<file path="src/rtl/mips_ctrl_pkg.sv">
// Shared constants for the multicycle MIPS control sequencer: opcodes, functs,
// ALU selector encodings and FSM state codes.
package mips_ctrl_pkg;

    localparam logic [5:0] OpRtype = 6'h00;
    localparam logic [5:0] OpAddi  = 6'h08;
    localparam logic [5:0] OpLw    = 6'h23;
    localparam logic [5:0] OpSw    = 6'h2B;
    localparam logic [5:0] OpBeq   = 6'h04;

    localparam logic [5:0] FnAdd = 6'h20;
    localparam logic [5:0] FnSub = 6'h22;
    localparam logic [5:0] FnAnd = 6'h24;
    localparam logic [5:0] FnOr  = 6'h25;
    localparam logic [5:0] FnSlt = 6'h2A;

    localparam logic [2:0] AluAdd = 3'b000;
    localparam logic [2:0] AluSub = 3'b001;
    localparam logic [2:0] AluAnd = 3'b010;
    localparam logic [2:0] AluOr  = 3'b011;
    localparam logic [2:0] AluSlt = 3'b100;

    localparam logic [2:0] StFetch  = 3'd0;
    localparam logic [2:0] StDecode = 3'd1;
    localparam logic [2:0] StExec   = 3'd2;
    localparam logic [2:0] StMem    = 3'd3;
    localparam logic [2:0] StWb     = 3'd4;
    localparam logic [2:0] StTrap   = 3'd5;

endpackage

</file>
<file path="src/rtl/alu_decoder.sv">
// Combinational ALU operation decode from opcode/funct; also flags whether an
// R-type funct is one the core supports.
module alu_decoder
    import mips_ctrl_pkg::*;
(
    input  logic [5:0] opcode_i,
    input  logic [5:0] funct_i,
    output logic [2:0] alu_sel_o,
    output logic       funct_legal_o
);

    always_comb begin
        alu_sel_o     = AluAdd;
        funct_legal_o = 1'b0;
        case (opcode_i)
            OpRtype: begin
                funct_legal_o = 1'b1;
                case (funct_i)
                    FnAdd:   alu_sel_o = AluAdd;
                    FnSub:   alu_sel_o = AluSub;
                    FnAnd:   alu_sel_o = AluAnd;
                    FnOr:    alu_sel_o = AluOr;
                    FnSlt:   alu_sel_o = AluSlt;
                    default: funct_legal_o = 1'b0;
                endcase
            end
            OpBeq:   alu_sel_o = AluSub;
            default: alu_sel_o = AluAdd;
        endcase
    end

endmodule

</file>
<file path="src/rtl/mips_control_unit.sv">
// Multicycle Moore control FSM for the MIPS data path: latches the instruction,
// sequences FETCH/DECODE/EXEC/MEM/WB and parks unsupported opcodes in TRAP.
module mips_control_unit
    import mips_ctrl_pkg::*;
#(
    parameter int unsigned INSTR_W = 32,
    parameter int unsigned CNT_W   = 32
) (
    input  logic               clk,
    input  logic               rst,
    input  logic               run,
    input  logic [INSTR_W-1:0] instr,
    input  logic               zero,
    output logic               MemaReg,
    output logic               enWrSram,
    output logic [2:0]         ALUSelector,
    output logic               enWriteMemory,
    output logic               ftePC,
    output logic               enablePC,
    output logic               fteALU,
    output logic               regDst,
    output logic               illegal,
    output logic [CNT_W-1:0]   instret
);

    logic [2:0]         state_q, state_d;
    logic [INSTR_W-1:0] ir_q;
    logic               zero_q;
    logic               illegal_q;
    logic [CNT_W-1:0]   instret_q;

    logic [5:0] opcode, funct;
    logic [2:0] alu_sel;
    logic       funct_legal;
    logic       is_r, is_addi, is_lw, is_sw, is_beq, legal, in_ex;
    logic       unused_ir;

    assign opcode    = ir_q[31:26];
    assign funct     = ir_q[5:0];
    assign unused_ir = ^ir_q[25:6];

    alu_decoder u_alu_decoder (
        .opcode_i      (opcode),
        .funct_i       (funct),
        .alu_sel_o     (alu_sel),
        .funct_legal_o (funct_legal)
    );

    assign is_r    = (opcode == OpRtype);
    assign is_addi = (opcode == OpAddi);
    assign is_lw   = (opcode == OpLw);
    assign is_sw   = (opcode == OpSw);
    assign is_beq  = (opcode == OpBeq);
    assign legal   = (is_r && funct_legal) || is_addi || is_lw || is_sw || is_beq;

    always_comb begin
        state_d = state_q;
        case (state_q)
            StFetch:  if (run) state_d = StDecode;
            StDecode: state_d = legal ? StExec : StTrap;
            StExec:   state_d = (is_lw || is_sw) ? StMem : StWb;
            StMem:    state_d = StWb;
            StWb:     state_d = StFetch;
            StTrap:   state_d = StTrap;
            default:  state_d = StFetch;
        endcase
    end

    always_ff @(posedge clk or posedge rst) begin
        if (rst) begin
            state_q   <= StFetch;
            ir_q      <= '0;
            zero_q    <= 1'b0;
            illegal_q <= 1'b0;
            instret_q <= '0;
        end else begin
            state_q <= state_d;
            if (state_q == StFetch && run) ir_q <= instr;
            if (state_q == StExec) zero_q <= zero;
            if (state_q == StDecode && !legal) illegal_q <= 1'b1;
            if (state_q == StWb) instret_q <= instret_q + CNT_W'(1);
        end
    end

    // Outputs depend only on registered state so no input reaches them combinationally.
    assign in_ex = (state_q == StExec) || (state_q == StMem) || (state_q == StWb);

    always_comb begin
        MemaReg       = 1'b0;
        enWrSram      = 1'b0;
        ALUSelector   = AluAdd;
        enWriteMemory = 1'b0;
        ftePC         = 1'b0;
        enablePC      = 1'b0;
        fteALU        = 1'b0;
        regDst        = 1'b0;
        if (in_ex) begin
            ALUSelector = alu_sel;
            fteALU      = is_addi || is_lw || is_sw;
            regDst      = is_r;
        end
        if (state_q == StMem) begin
            enWriteMemory = is_sw;
            MemaReg       = is_lw;
        end
        if (state_q == StWb) begin
            enWrSram = is_r || is_addi || is_lw;
            MemaReg  = is_lw;
            ftePC    = is_beq && zero_q;
            enablePC = 1'b1;
        end
    end

    assign illegal = illegal_q;
    assign instret = instret_q;

endmodule

</file>
<file path="config.mk">
export PLATFORM = sky130hd
export DESIGN_NAME = mips_control_unit
export DESIGN_NICKNAME = d
export VERILOG_FILES = /design/src/rtl/mips_ctrl_pkg.sv /design/src/rtl/alu_decoder.sv /design/src/rtl/mips_control_unit.sv
export SDC_FILE = /design/constraint.sdc
export NUM_CORES = 1
export LEC_CHECK = 0
export BUFFER_PORTS_ARGS = -buffer_cell sky130_fd_sc_hd__buf_2
export CELL_PAD_IN_SITES_DETAIL_PLACEMENT = 1
export CELL_PAD_IN_SITES_GLOBAL_PLACEMENT = 1
export CORE_MARGIN = 4
export CORE_UTILIZATION = 40
export CTS_BUF_LIST = sky130_fd_sc_hd__clkbuf_2 sky130_fd_sc_hd__clkbuf_4 sky130_fd_sc_hd__clkbuf_8
export CTS_CLUSTER_DIAMETER = 40
export DETAILED_ROUTE_END_ITERATION = 16
export MAX_ROUTING_LAYER = met4
export PLACE_DENSITY_LB_ADDON = 0.25
export SKIP_LAST_GASP = 1
export SLEW_MARGIN = 20
export SYNTH_ARGS = -nofsm -noshare
export SYNTH_HDL_FRONTEND = slang
export SYNTH_SLANG_ARGS = --single-unit
</file>
<file path="constraint.sdc">
create_clock -name clk -period 2.6 [get_ports clk]
set_input_delay 0.52 -clock clk [delete_from_list [all_inputs] [get_ports clk]]
set_output_delay 0.52 -clock clk [all_outputs]
set_load 0.01 [all_outputs]
</file>
# --- Yosys cells after proc, flatten, opt, wreduce, memory -nomap -nowiden ---
# Cells that the tools add are included.
totals:
  inputBits: 36
  output_inout_bits: 43
  ramBits: 0
  mem_bits_ro: 0
  n_memories: 0
  latch_bits: 0
  register_bits: 69
  wordCells: 57
op_classes:
  addsub: 1
  n_reduce_logical: 19
  div: 0
  mux: 17
  n_eq_ne: 15
  shifts: 0
  order_cmp: 0
  bitwise_logic: 0
  n_mul: 0
ops:
  columns: ["op", "count"]
  rows:
  - ["== test 6 bit, second input constant", 7]
  - ["adder 32 x 1 -> 32 bit, second input constant", 1]
  - ["one-hot mux 3 bit (5 select lines)", 1]
  - ["2-to-1 mux 3 bit", 4]
  - ["one-hot mux 3 bit (4 select lines)", 1]
  - ["logical OR 1 bit", 11]
  - ["2-to-1 mux 1 bit", 10]
  - ["== test 3 x 2 -> 1 bit, second input constant", 2]
  - ["== test 3 bit, second input constant", 2]
  - ["== test 6 x 3 -> 1 bit, second input constant", 1]
  - ["== test 6 x 4 -> 1 bit, second input constant", 1]
  - ["zero test 6 bit", 1]
  - ["one-hot mux 3 bit (2 select lines)", 1]
  - ["OR reduction 5 bit", 1]
  - ["logical AND 1 bit", 4]
  - ["== test 3 x 1 -> 1 bit, second input constant", 1]
  - ["zero test 3 bit", 1]
  - ["inequality test 2 bit, second input constant", 1]
  - ["zero test 1 bit", 1]

# --- Longest topological paths before layout ---
# Gate-level depths: netlist of run 1.
depth:
  ltp_word: 11
  mapped_depth: 7
  mapped_depth_nobuf: 5

# --- Hierarchy ---
# From an unflattened synthesis of run 1, not the netlist that was laid out.
hier_totals:
  cells_unflattened: 220
  area_unflattened_um2: 2387.3
by_module_without_submodules:
  columns: ["mod", "area_each_um2", "seq_area_each_um2", "instances", "cells_per_inst"]
  rows:
  - ["mips_control_unit", 2268.4, 1226.2, 1, 205]
  - ["alu_decoder", 118.9, 0.0, 1, 15]

# --- Least setup slack after synthesis of run 1 ---
# OpenSTA, ideal clock, no wires.
synth_timing:
  path_kind: "register to output"
  startpoint: "reg state_q[2]"
  endpoint: "out ALUSelector[1]"
  n_path_buf: 2
  path_stages_with_launch: 8
  arrival_time_ps: 1749
  required_time_ps: 2080
  slack_ps: 331
  path_cell_list: "dfrtp_1 buf_4 or3b_1 buf_6 inv_6 nor2_2 or3_4 nor4_2"
synth_via:
  elab_chain_cells: 4
synth_rtl:
  columns: ["element", "line_no", "rtl"]
  rows:
  - ["from (decl)", "mips_control_unit.sv:26", "logic [2:0] state_q, state_d;"]
  - ["from (signal assigned)", "mips_control_unit.sv:71", "state_q <= StFetch;"]
  - ["from (signal assigned)", "mips_control_unit.sv:77", "state_q <= state_d;"]
  - ["== test 3 x 2 -> 1 bit", "mips_control_unit.sv:86", "assign in_ex = (state_q == StExec) || (state_q == StMem) || (state_q == StWb);"]
  - ["logical OR 1 bit", "mips_control_unit.sv:86", null]
  - ["logical OR 1 bit (*)", "mips_control_unit.sv:86", null]
  - ["2-to-1 mux 3 bit (*)", "mips_control_unit.sv:97", "if (in_ex) begin"]
  - ["to (decl)", "mips_control_unit.sv:16", "output logic [2:0] ALUSelector,"]
# Every way passes the cells marked *; elsewhere a longest branch is shown, timed or not.

# --- Final worst setup path of run 1 ---
layout_timing:
  startpoint: "reg state_q[1]"
  endpoint: "out ALUSelector[2]"
# Same word-level chain as after synthesis.

==> results.ini, run 1 <==
[status]
outcome=completed

[final_layout]
drive_above_1_share=0.356
num-fill-cells=687
stdcell_count=364
final_cell_mix=buf_2, dfrtp_1, xnor2_1, nand2_1
final_common_cell=buf_2
n_antenna_cell=0
nets=328
area_growth_pct=23.5

[routing]
wire_per_inst_um=15.1
ant_nets=0
drc=0
wirelength_mm=5.48
dr.pass1.iters=4
via_per_inst=5.21
drtIter0Drc=35
num_vias=1898

[global_route]
grt_pass1_wl_mm=9.63
grt_max_degree=28
track_usage=0.166
grt_antenna_before_repair=0
grt_pass1_vias=2023
grt.overflow.total=0

[flow_run]
maxCapViolations=0

[synthesis]
syn_area_sq_um=2400
synth_async_sr_flop_share=1.00
synth_seq_area_share=0.511
syn_nets=258
yosys_warnings=0
syn_area_per_cell_sq_um=10.9
synth_seq_cells=49
syn_inst=221
yosysUniqueCellTypes=38
synthFlopType=dfrtp_1
synth_edf_count=0

[power]
ir_worst_vdd_mv=0.259
power_density_nw_per_um2=502
leakage_nw=1.43
p_total_w=0.00149

[critical_path]
endpoint=ALUSelector[2]
r2r-end=instret[13]
cp.required_ns=2.08
critPathLaunchType=register
reg2reg_depth=6
cp_data_arrival_time_ns=2.01
crit_start=state_q[1]
reg2reg_from=state_q[1]
crit_type=reg -> out
slowest_delay_ns=0.43
crit_path_top_delay_cell=or3b_4
path_max_fanout=3
path_cells=or3b_4 -> inv_6 -> nor2_2 -> or3_4 -> nor4_4 -> buf_2
r2r_slack_ns=0.74
worstSetupEndpointType=output port

[clocking]
root_buffer=clkbuf_8
htreeDepth=2
cts.clk_slew.worst_paths_ns=0.09
cts.path.max_buffers=2
cts_buffers=5
insertion_delay_ns=0.29
cts.sinks=49
cts_tree=yes

[timing]
clock.fmax_mhz=395
slew_viol_final=0
finClkSkew_ns=0.00866
finalSetupViolCount=0
finalCriticalPeriod_ns=2.53
hold_viol_final=0
rsz0062_at_grt=true
tightest_slew_ns=0.571
max_slew_margin=0.619
finalCritPeriodShare=0.974

[placement]
placed_cells=355
port_buffers=58
dp_hpwl_mm=4.22
gp_congestion=0.754

[min_path]
hp-class=in -> async

[die]
die_h_um=85.4
rows=27
fp.dieArea_sq_um=7300
ioPinCount=79
initial_core_util=0.423
dieWidth_um=85.4
coreArea_sq_um=5680

metrics by stage:
step / cell area [sq um] / util / worst slack (ns) / TNS (ns) / hold WS (ns)
after floorplan: 2400 / - / 0.331 / 0 / 0.472
after global placement: 2820 / 0.496 / 0.302 / 0 / 0.460
after detailed placement: 2820 / 0.496 / 0.275 / 0 / 0.468
after CTS: 2940 / 0.519 / 0.0375 / 0 / 0.294
after global routing: 2960 / 0.522 / -0.0432 / -0.0432 / 0.318
final: 2960 / 0.522 / 0.0667 / 0 / 0.271
worst min-delay path by stage:
stage / slack (ns) / depth (start not counted) / end
global placement: 0.46 / 1 / instret[31]
detailed placement: 0.47 / 1 / instret[31]
CTS: 0.29 / 2 / instret[5]
finish: 0.27 / 2 / instret[9]
floorplan: 0.47 / 1 / ir_q[4]
global route: 0.32 / 2 / instret[9]
kinds of logic (layout without fill, tap and decap cells):
logic type,Yosys count,after routing,share of synthesized area
flops,49,49,0.511
mux,16,16,0.0746
simple gates,95,95,0.225
fa+ha+maj,1,1,0.00522
compound gates,14,14,0.0365
buf+inv,15,86,0.0344
xor+xnor,31,31,0.113
registers in the layout, summed over array words and instances, names as in the netlist:
name and flops:
zero_q 1, instret 32, ir_q 12, state_q 3, illegal 1
power by group:
part           leakage (nW)  switching, W  internal [W]  total (W)
Clock                0.0542      0.000245      0.000241   0.000486
Combinational         0.719     0.0000809     0.0000791   0.000160
Sequential            0.654     0.0000426      0.000798   0.000841
Total                  1.43      0.000369       0.00112    0.00149
final cells by class:
cell class / instances / area, sq um / share of cell area
repair buffers: 71 / 388 / 0.131
inverters: 7 / 31.3 / 0.0106
multi-input cells: 157 / 1120 / 0.380
clock buffers: 7 / 96.3 / 0.0325
clock inverters: 1 / 5.00 / 0.00169
well taps: 72 / 90.1 / 0.0304
flip-flops and latches: 49 / 1230 / 0.414
cells in the mapped netlist, drive strengths merged (2+ instances only):
| cell | count | area share |
|---|---|---|
| o211ai | 2 | 0.0063 |
| nand2 | 18 | 0.028 |
| nor2 | 15 | 0.025 |
| nor2b | 5 | 0.013 |
| mux2 | 15 | 0.070 |
| and3 | 2 | 0.0052 |
| xor2 | 3 | 0.011 |
| or3 | 2 | 0.0073 |
| nor3 | 7 | 0.015 |
| nor4 | 5 | 0.027 |
| nand3 | 15 | 0.031 |
| buf | 5 | 0.017 |
| nand4 | 14 | 0.037 |
| inv | 7 | 0.013 |
| a21oi | 6 | 0.013 |
| nand2b | 7 | 0.018 |
| dfrtp | 49 | 0.51 |
| o21ai | 2 | 0.0042 |
| clkbuf | 3 | 0.0047 |
| xnor2 | 28 | 0.10 |
what timing repair did:
action	in CTS	in global routing
buffers inserted	1	0
endpoints found under the setup margin	2	2
hold buffers	0	0
pin swaps	0	1
resized for setup	3	2
critical path, delay by kind of cell (launching register included):
| family | cells | cell delay (ns) |
|---|---|---|
| flops | 1 | 0.39 |
| buf+inv | 2 | 0.24 |
| simple gates | 4 | 1.11 |
layer usage:
metal	vias up	global-route usage	share of wire
met5	-	-	0
met4	0	0.0388	0.0038
met3	2	0.0282	0.038
met2	41	0.276	0.51
met1	948	0.210	0.45
li1	907	-	-
Note: power is estimated with default switching activity, not from simulation.
==> inputs of run 2 (changes only) <==
--- a/config.mk
+++ b/config.mk
@@ -15,6 +15,7 @@
 export DETAILED_ROUTE_END_ITERATION = 16
 export MAX_ROUTING_LAYER = met4
 export PLACE_DENSITY_LB_ADDON = 0.25
+export REMOVE_ABC_BUFFERS = 1
 export SKIP_LAST_GASP = 1
 export SLEW_MARGIN = 20
 export SYNTH_ARGS = -nofsm -noshare
==> constraint.sdc (replaced) <==
create_clock -name clk -period 2.6 [get_ports clk]
set_input_delay 0.52 -clock clk [delete_from_list [all_inputs] [get_ports clk]]
set_output_delay 0.52 -clock clk [all_outputs]
set_load 0.005 [all_outputs]
==> run 2 against run 1 <==
Clock power increased by 31%. Global-route usage increased by 0.27 points. Die area unchanged. Power is 9.4% higher. Register-to-register slack got worse by 0.02 ns. Core utilization rose by 0.31 points. Worst setup slack better by 0.073 ns. Sequential cell count stayed put. First-iteration DRC count fell by 5.7%. Final cell count is 0.82% lower.
==> results.ini, run 2 (same netlist as run 1, synthesis figures left out) <==
[critical_path]
path_max_fanout=7  ; was 3
cp.required_ns=2.08  ; about the same
cp_data_arrival_time_ns=1.94  ; was 2.01 ns
crit_type=reg -> out  ; unchanged
worstSetupEndpointType=output port  ; unchanged
critPathLaunchType=register  ; unchanged

[timing]
tightest_slew_ns=0.387  ; was 0.571 ns
hold_slack_ns=0.0471  ; was 0.271 ns
finalCritPeriodShare=0.946  ; was 0.974
timing.setup.tns_ns=0  ; unchanged
clock.fmax_mhz=406  ; was 395 MHz
rsz0062_at_grt=false  ; was true
finClkSkew_ns=0.00369  ; was 0.00866 ns
hold_viol_final=0  ; unchanged
max_slew_margin=0.739  ; was 0.619
slew_viol_final=0  ; unchanged
finalSetupViolCount=0  ; unchanged
finalCriticalPeriod_ns=2.46  ; was 2.53 ns

[global_route]
grt_pass1_vias=1943  ; was 2023
track_usage=0.168  ; was 0.166
grt_antenna_before_repair=0  ; unchanged
grt.overflow.total=0  ; unchanged
grt_pass1_wl_mm=9.53  ; was 9.63 mm
grt_max_degree=30  ; was 28

[power]
ir_worst_vdd_mv=0.260  ; was 0.259 mV
seqPwrFrac=0.519  ; was 0.566
power_frac_clock=0.393  ; was 0.327
p_total_w=0.00163  ; was 0.00149 W
p_int_w=0.00126  ; was 0.00112 W
p_comb_frac=0.089  ; was 0.108
leakage_nw=1.42  ; was 1.43 nW
switchingPower_w=0.000370  ; was 0.000369 W
swShare=0.228  ; was 0.248
power_density_nw_per_um2=546  ; was 502 nW/um^2

[min_path]
hp-class=in -> async  ; unchanged

[clocking]
cts_buffers=5  ; unchanged
cts.sinks=49  ; unchanged
postCtsSetupRepairBufs=0  ; was 1
cts.clk_slew.worst_paths_ns=0.09  ; about the same
cts.path.max_buffers=2  ; unchanged
insertion_delay_ns=0.30  ; was 0.29 ns
htreeDepth=2  ; unchanged
cts_tree=yes  ; unchanged
root_buffer=clkbuf_8  ; unchanged
ctsHoldBuffers=0  ; unchanged

[placement]
gp_congestion=0.760  ; was 0.754
dp_hpwl_mm=4.25  ; was 4.22 mm
port_buffers=58  ; unchanged
place_area_sq_um=2800  ; was 2820 sq um

[die]
die_h_um=85.4  ; unchanged
fp.dieArea_sq_um=7300  ; unchanged
ioPinCount=79  ; unchanged
coreArea_sq_um=5680  ; unchanged
dieWidth_um=85.4  ; unchanged
rows=27  ; unchanged
initial_core_util=0.423  ; unchanged

[final_layout]
num-fill-cells=672  ; was 687
multi_input_area_sq_um=1130  ; was 1120 sq um
final_cell_mix=buf_2, dfrtp_1, xnor2_1, nand2_1  ; unchanged
final_common_cell=buf_2  ; unchanged
drive_above_1_share=0.356  ; about the same
largest_reg_flops=32  ; unchanged
regArea_sq_um=1230  ; about the same
finalInstanceArea_sq_um=2980  ; was 2960 sq um
nets=325  ; was 328
area_growth_pct=24.2  ; was 23.5%
n_antenna_cell=0  ; unchanged

[routing]
topRoutingLayerUsed=met4  ; unchanged
num_vias=1869  ; was 1898
wl_met2_mm=2.86  ; was 2.78 mm
wl_met3_um=237  ; was 209 um
met1_length_mm=2.38  ; was 2.47 mm
wirelength_mm=5.54  ; was 5.48 mm
drc=0  ; unchanged
via_per_inst=5.18  ; was 5.21
wire_per_inst_um=15.3  ; was 15.1 um
drtIter0Drc=33  ; was 35
ant_nets=0  ; unchanged
dr.pass1.iters=4  ; unchanged

[status]
outcome=completed  ; unchanged

[flow_run]
maxCapViolations=0  ; unchanged

-- run 2: repair_timing --
action	4_1_cts	5_1_grt
pin swaps	0	5
endpoints found under the setup margin	3	2
resized for setup	3	4
endpoints found under the hold margin	0	0
-- run 2: path summary, 6_finish.rpt --
path | start | endpoint | slack [ns] | depth (start not counted)
max | state_q[0] | ALUSelector[1] | 0.14 | 6
min | rst | instret[31] | 0.05 | 2
max reg2reg | state_q[0] | instret[31] | 0.72 | 6
min reg2reg | instret[31] | instret[31] | 0.49 | 1
max in group asynchronous | rst | instret[6] | 2.03 | 3
min in group clk | instr[0] | ir_q[0] | 0.44 | 2
-- run 2: through the flow --
step                      worst slack (ns)  cells   util
after floorplan                      0.328    213      -
after global routing                0.0335    361  0.525
final                                0.140    361  0.525
after CTS                           0.0171    361  0.520
after global placement               0.305    353  0.494
after detailed placement             0.291    353  0.494
-- run 2: critical path, cell delays in order (launching register included) --
cell and delay [ns]:
dfrtp_1 0.40, or3b_4 0.43, inv_6 0.10, nor2_2 0.06, or3_4 0.37, nor4_4 0.14
buf_2 0.15
-- run 2: per-layer routing --
metal  GRT usage  vias up
met5           -        -
met4      0.0518        0
met3      0.0252        5
met2       0.287       43
met1       0.205      919
li1            -      902
-- run 2: cell type report --
type                            count  area share
Tap cell                           72      0.0302
Sequential cell                    49       0.412
Multi-Input combinational cell    157       0.380
Clock buffer                        5      0.0231
Timing Repair Buffer               68       0.123
Inverter                            7      0.0105
Clock inverter                      3      0.0218
-- run 2: power groups by stage --
| stage | Clock, W | Combinational, W | Sequential, W |
|---|---|---|---|
| after global routing | 0.000695 | 0.000161 | 0.000852 |
| after floorplan | 0 | 0.0000881 | 0.000847 |
| final | 0.000639 | 0.000144 | 0.000843 |
| after global placement | 0 | 0.000133 | 0.000852 |
| after CTS | 0.000659 | 0.000142 | 0.000841 |
| after detailed placement | 0 | 0.000140 | 0.000854 |
